==> config.mk <==
export PLATFORM = sky130hd
export DESIGN_NAME = jtag_host_port
export DESIGN_NICKNAME = d
export VERILOG_FILES = /design/src/rtl/jtag_host_port.sv
export SDC_FILE = /design/constraint.sdc
export NUM_CORES = 1
export LEC_CHECK = 0
export CAP_MARGIN = 20
export CELL_PAD_IN_SITES_DETAIL_PLACEMENT = 1
export CELL_PAD_IN_SITES_GLOBAL_PLACEMENT = 1
export CORE_ASPECT_RATIO = 0.7
export CORE_MARGIN = 2
export CORE_UTILIZATION = 40
export DETAILED_ROUTE_END_ITERATION = 8
export GPL_ROUTABILITY_DRIVEN = 0
export GPL_TIMING_DRIVEN = 0
export PLACE_DENSITY_LB_ADDON = 0.1
export SYNTH_ARGS = -nofsm -noshare
export SYNTH_HDL_FRONTEND = slang
export SYNTH_SLANG_ARGS = --single-unit
export TNS_END_PERCENT = 5
==> constraint.sdc <==
create_clock -name i_clk -period 2.45 [get_ports i_clk]
set_input_delay 0.49 -clock i_clk [delete_from_list [all_inputs] [get_ports i_clk]]
set_output_delay 0.49 -clock i_clk [all_outputs]
set_load 0.005 [all_outputs]
==> src/rtl/jtag_host_port.sv <==
// JTAG host port: walks the TAP from Run-Test/Idle through one IR or DR shift and back, capturing TDO.
// Optional macro JTAG_HOST_TLR_EN adds a post-reset Test-Logic-Reset/Idle init sequence.
`timescale 1ns/1ps
module jtag_host_port #(
  parameter int DATA_W  = 16,
  parameter int CLK_DIV = 4,
  parameter int LEN_W   = $clog2(DATA_W + 1)
) (
  input  logic              i_clk,
  input  logic              i_rst,
  input  logic              i_start,
  input  logic              i_isIr,
  input  logic [LEN_W-1:0]  i_len,
  input  logic [DATA_W-1:0] i_data,
  output logic              o_busy,
  output logic              o_done,
  output logic [DATA_W-1:0] o_data,
  output logic              o_TCK,
  output logic              o_TMS,
  output logic              o_TDI,
  input  logic              i_TDO
);

  localparam int DIV_W = (CLK_DIV > 1) ? $clog2(CLK_DIV) : 1;
  localparam int CNT_W = (LEN_W > 3) ? LEN_W : 3;

  typedef enum logic [2:0] {INIT, IDLE, HDR, SHIFT, TRL, DONE} state_t;

  state_t            state;
  logic [DIV_W-1:0]  divCnt;
  logic [CNT_W-1:0]  idx;
  logic              isIrReg;
  logic [LEN_W-1:0]  lenReg;
  logic [DATA_W-1:0] txReg;
  logic [DATA_W-1:0] dataOutReg;
  logic              busyReg, doneReg, tckReg, tmsReg, tdiReg;

  logic [LEN_W-1:0]  lenEff;
  logic [CNT_W-1:0]  nextIdx, lastShift, lastHdr;
  logic              phaseEnd;

  always_comb begin
    lenEff    = (int'(i_len) > DATA_W) ? LEN_W'(DATA_W) : i_len;
    nextIdx   = idx + CNT_W'(1);
    lastShift = CNT_W'(lenReg) - CNT_W'(1);
    lastHdr   = isIrReg ? CNT_W'(3) : CNT_W'(2);
    phaseEnd  = (divCnt == DIV_W'(CLK_DIV - 1));
  end

  always_ff @(posedge i_clk or posedge i_rst) begin
    if (i_rst) begin
`ifdef JTAG_HOST_TLR_EN
      state   <= INIT;
      busyReg <= 1'b1;
`else
      state   <= IDLE;
      busyReg <= 1'b0;
`endif
      divCnt     <= '0;
      idx        <= '0;
      isIrReg    <= 1'b0;
      lenReg     <= '0;
      txReg      <= '0;
      dataOutReg <= '0;
      doneReg    <= 1'b0;
      tckReg     <= 1'b0;
      tmsReg     <= 1'b1;
      tdiReg     <= 1'b0;
    end else begin
      doneReg <= 1'b0;
      case (state)
        IDLE, DONE: begin
          state  <= IDLE;
          tckReg <= 1'b0;
          tmsReg <= 1'b0;
          tdiReg <= 1'b0;
          if (i_start) begin
            isIrReg    <= i_isIr;
            lenReg     <= lenEff;
            txReg      <= i_data;
            dataOutReg <= '0;
            divCnt     <= '0;
            idx        <= '0;
            if (lenEff == '0) begin
              state   <= DONE;
              doneReg <= 1'b1;
            end else begin
              state   <= HDR;
              busyReg <= 1'b1;
              tmsReg  <= 1'b1;
            end
          end
        end
        default: begin
          if (!phaseEnd) begin
            divCnt <= divCnt + DIV_W'(1);
          end else begin
            divCnt <= '0;
            if (!tckReg) begin
              // Rising TCK edge: target samples TMS/TDI, we sample TDO.
              tckReg <= 1'b1;
              if (state == SHIFT) begin
                for (int k = 0; k < DATA_W; k++) begin
                  if (idx == CNT_W'(k)) dataOutReg[k] <= i_TDO;
                end
              end
            end else begin
              // Falling TCK edge: set up TMS/TDI for the next period.
              tckReg <= 1'b0;
              case (state)
                INIT: begin
                  if (idx == CNT_W'(5)) begin
                    state   <= IDLE;
                    busyReg <= 1'b0;
                  end else begin
                    idx    <= nextIdx;
                    tmsReg <= (nextIdx < CNT_W'(5));
                  end
                end
                HDR: begin
                  if (idx == lastHdr) begin
                    state  <= SHIFT;
                    idx    <= '0;
                    tmsReg <= (lenReg == LEN_W'(1));
                    tdiReg <= txReg[0];
                    txReg  <= txReg >> 1;
                  end else begin
                    idx    <= nextIdx;
                    tmsReg <= isIrReg && (idx == '0);
                  end
                end
                SHIFT: begin
                  if (idx == lastShift) begin
                    state  <= TRL;
                    idx    <= '0;
                    tmsReg <= 1'b1;
                    tdiReg <= 1'b0;
                  end else begin
                    idx    <= nextIdx;
                    tmsReg <= (nextIdx == lastShift);
                    tdiReg <= txReg[0];
                    txReg  <= txReg >> 1;
                  end
                end
                TRL: begin
                  tmsReg <= 1'b0;
                  if (idx == CNT_W'(1)) begin
                    state   <= DONE;
                    doneReg <= 1'b1;
                    busyReg <= 1'b0;
                  end else begin
                    idx <= nextIdx;
                  end
                end
                default: state <= IDLE;
              endcase
            end
          end
        end
      endcase
    end
  end

  assign o_busy = busyReg;
  assign o_done = doneReg;
  assign o_data = dataOutReg;
  assign o_TCK  = tckReg;
  assign o_TMS  = tmsReg;
  assign o_TDI  = tdiReg;

endmodule

==> impl_summary.txt <==
----------------------------------------------------
[Clock network]
  CTS H-Tree Depth ... 2
  Clock Sink Count ... 53
  Total CTS buffers ... 5
  TritonCTS clock tree ... yes
  Worst-skew pair later-pin latency ... 310 ps
  Number of buffers on the longest clock path ... 2
  Root buffer cell ... sky130_fd_sc_hd__clkbuf_8
  Clock slew seen by the registers of the worst setup and hold paths ... approximately 100 ps

[STA]
  Final number of max-transition violations ... 0
  Final period util ... 96.2%
  Smallest setup slack after layout ... roughly 93 ps
  Hold WS ... 490 ps
  RSZ-0062 raised after global routing ... yes
  Setup violators final ... 0
  Rel. slew slack ... 52.4%
  Setup TNS after final layout ... 0 ps
  Hold violation count in the final report ... 0
  Fin crit period ... 2360 ps
  Final Skew ... 7.73 ps
  Worst slew pin tran ... roughly 710 ps
  Fmax ... around 420 MHz

[Global routing]
  Global route total overflow ... 0
  First-pass GRT wire length ... about 14000 microns
  Maximum number of pins on one net before global-route repair ... 30
  Via count of the first global-routing pass ... 2697
  GR Util All Layers ... 21.1%
  Number of antenna violations at the first check in global routing ... 0

[Placed design]
  Detail Placement HPWL ... 6350 microns
  Count of input and output buffers ... 46
  Worst slack after detailed placement ... -282 ps
  Area of placed instances ... 3640 sq um

[Cells and area]
  Most frequent standard cell in the layout excluding fill and tap cells ... sky130_fd_sc_hd__dfrtp_1
  Final net count ... 411
  Post-route standard cell area excluding fillers ... 3810 sq um
  Antenna diodes ... 0
  Commonest non-fill, non-tap cells in the layout ... sky130_fd_sc_hd__dfrtp_1, sky130_fd_sc_hd__nand2_1, sky130_fd_sc_hd__clkdlybuf4s50_1, sky130_fd_sc_hd__o21ai_0, sky130_fd_sc_hd__nor2_1
  Fraction of layout cells with a size suffix above 1 ... 16.7%
  Post-synthesis to final-layout area growth ... 25.2%

[Synthesis]
  Library cells used by synthesis ... 52
  Post-synth EDFFs ... 0
  Syn Inst Count ... approximately 320
  Mapped Avg Cell Area ... 9.42 sq um
  Flip-flop cell with the highest count after synthesis ... sky130_fd_sc_hd__dfrtp_1
  Share of the synthesized area in the top cell type ... 42.0%
  Portion of netlist area occupied by mux cells ... 11.6%
  Share of synthesized cell area in full adder, half adder and majority cells ... 3.29%
  Largest family of logic cells by synthesized area ... simple AND/OR/NAND/NOR gates
  Share of synthesized area occupied by flip-flops and latches ... 43.7%
  XOR/XNOR Fraction of Synth Area ... 4.61%
  Simple-gate share of the synthesized area ... 18.2%
  Number of flip-flops and latches in the synthesized netlist ... 53
  Top cells by area, synth ... sky130_fd_sc_hd__dfrtp_1, sky130_fd_sc_hd__mux2_2, sky130_fd_sc_hd__nand2_1
  Fraction of synthesis flops using an asynchronous set or reset pin ... 100%
  Library cell with the largest summed area after synthesis ... sky130_fd_sc_hd__dfrtp_1
  Area fraction in compound gates after synthesis ... 14.9%
  Count of warnings emitted by yosys ... 0
  Cell area after synthesis ... just over 3000 sq um
  Syn_nets ... 357

[Pwr]
  Total design power ... 4.54 mW
  Pwr/cell area ... 1190 nW/um^2
  Static Leak ... 1.62 nW
  Max VDD drop ... 465 uV

[Floorplanning]
  Die X-Extent ... between 100 and 150 microns
  Effective utilization at floorplan ... 41.6%
  Die outline height ... 77.0 microns
  Row count ... 26
  Area of the core ... between 7000 and 8000 sq um
  Top Ports ... 47
  Die area ... 8330 sq um

[Worst hold path]
  End point of the most critical hold path ... txReg[3]$_DFFE_PP0P_
  Depth of the worst hold-timing path ... 2
  Class of the most critical hold timing path ... register to register
  Hold_sp ... txReg[3]$_DFFE_PP0P_

[Worst setup path]
  Endpoint required time on the critical path ... approximately 2700 ps
  Startpoint of the worst-slack reg-to-reg timing path ... lenReg[0]$_DFFE_PP0P_
  Worst Setup Start Kind ... register
  Path type of the worst setup path ... register to register
  CP endpoint kind ... register
  Length in cells of the worst reg-to-reg path ... 8
  Max Fanout on Critical Path ... 5
  Endpoint of the worst-slack reg-to-reg timing path ... idx[2]$_DFFE_PP0P_
  R2r setup slk ... about 93 ps
  Data arrival at the endpoint of the critical path ... 2580 ps

[Outcome]
  Run status ... completed

[Routing]
  DRC violations left ... 0
  Vias per inst ... 5.35
  Detailed Routing Iterations Pass 1 ... 4
  Wire length reported by the detailed router ... 8290 microns
  Iteration-0 DRC count of the detailed router ... 92
  Routed via count ... 2548
  WL/cell ... roughly 17 microns
  Number of antenna-violating nets in the routed design ... 0

[Flow run]
  Number of max-cap violations ... 0

----------------------------------------------------
==> metal layers <==
layer	vias up	part of all wire (%)	track usage, %
met5	-	0	0
met4	0	0.77	3.85
met3	8	2.2	2.81
met2	32	45	32.3
met1	1276	52	32.0
li1	1232	-	-
==> cells in the mapped netlist, types with 7 or more instances <==
library cell / instances
sky130_fd_sc_hd__a21oi_1: 10
sky130_fd_sc_hd__buf_2: 7
sky130_fd_sc_hd__clkbuf_1: 9
sky130_fd_sc_hd__dfrtp_1: 51
sky130_fd_sc_hd__ha_1: 8
sky130_fd_sc_hd__inv_1: 10
sky130_fd_sc_hd__mux2_2: 18
sky130_fd_sc_hd__mux2i_1: 15
sky130_fd_sc_hd__nand2_1: 48
sky130_fd_sc_hd__nand3b_1: 7
sky130_fd_sc_hd__nor2_1: 22
sky130_fd_sc_hd__o21ai_0: 28
sky130_fd_sc_hd__xnor2_1: 10
==> cell families (layout without fill, tap and decap cells) <==
kind of cell,Yosys count,count (layout)
AND/OR/NAND/NOR,114,114
buffers and inverters,28,83
multiplexers,33,33
AO/OA/AOI/OAI,71,71
flip-flops,53,53
adder cells (fa/ha/maj),8,8
XOR/XNOR,16,16
==> sequential cells by signal (all words and copies together) (netlist names) <==
name	flops
state	3
lenReg	5
o_TCK	1
o_data	16
idx	5
o_TDI	1
o_TMS	1
o_done	1
txReg	16
isIrReg	1
o_busy	1
divCnt	2
==> critical path, cell delays in order, from the launching register on <==
cell,delay (ps)
sky130_fd_sc_hd__dfrtp_1,430
sky130_fd_sc_hd__inv_1,100
sky130_fd_sc_hd__ha_2,240
sky130_fd_sc_hd__xor2_2,190
sky130_fd_sc_hd__nor2_1,90
sky130_fd_sc_hd__o31ai_4,260
sky130_fd_sc_hd__nor3_2,140
sky130_fd_sc_hd__or4_4,590
sky130_fd_sc_hd__o21bai_2,230
==> cell type report <==
| type | count | area (sq um) |
|---|---|---|
| plain buffers | 18 | 87.6 |
| clock buffers | 7 | 86.3 |
| clock inverters | 1 | 7.51 |
| fillers | 854 | 3510 |
| inverters | 10 | 37.5 |
| multi-input cells | 242 | 1660 |
| flip-flops and latches | 53 | 1330 |
| well taps | 98 | 123 |
| repair buffers | 47 | 480 |
==> how the worst max path moves through the flow <==
stage,startpoint,to,cells past startpoint
2_1_floorplan,idx[0]$_DFFE_PP0P_,o_TMS$_DFFE_PP1P_,9
3_3_place_gp,i_rst,lenReg[3]$_DFFE_PP0P_,2
3_5_place_dp,state[0]$_DFFE_PP1P_,o_data[1]$_DFFE_PP0P_,6
4_1_cts,lenReg[0]$_DFFE_PP0P_,idx[2]$_DFFE_PP0P_,8
5_1_grt,idx[2]$_DFFE_PP0P_,o_TMS$_DFFE_PP1P_,10
6_report,lenReg[0]$_DFFE_PP0P_,idx[2]$_DFFE_PP0P_,8
==> metrics by stage <==
stage / util [%] / instances
floorplan: - / 323
global placement: 49.5 / 467
detailed placement: 49.8 / 468
CTS: 51.4 / 476
global route: 52.0 / 476
finish: 52.0 / 476
==> power by group <==
part           leakage, nW  switching, mW  internal (mW)
registers            0.680          0.292           1.24
clock network       0.0445          0.294          0.230
logic                0.896           1.36           1.13
total                 1.62           1.94           2.60
==> repair_timing <==
action                     in CTS  in global routing
gates resized for setup         9                 14
setup endpoints to repair      28                 23
hold buffers                    0                  0
cloned                          0                  0
setup buffers                   0                  0
pin swaps                       0                  2
Note: power is estimated with default switching activity, not from simulation.
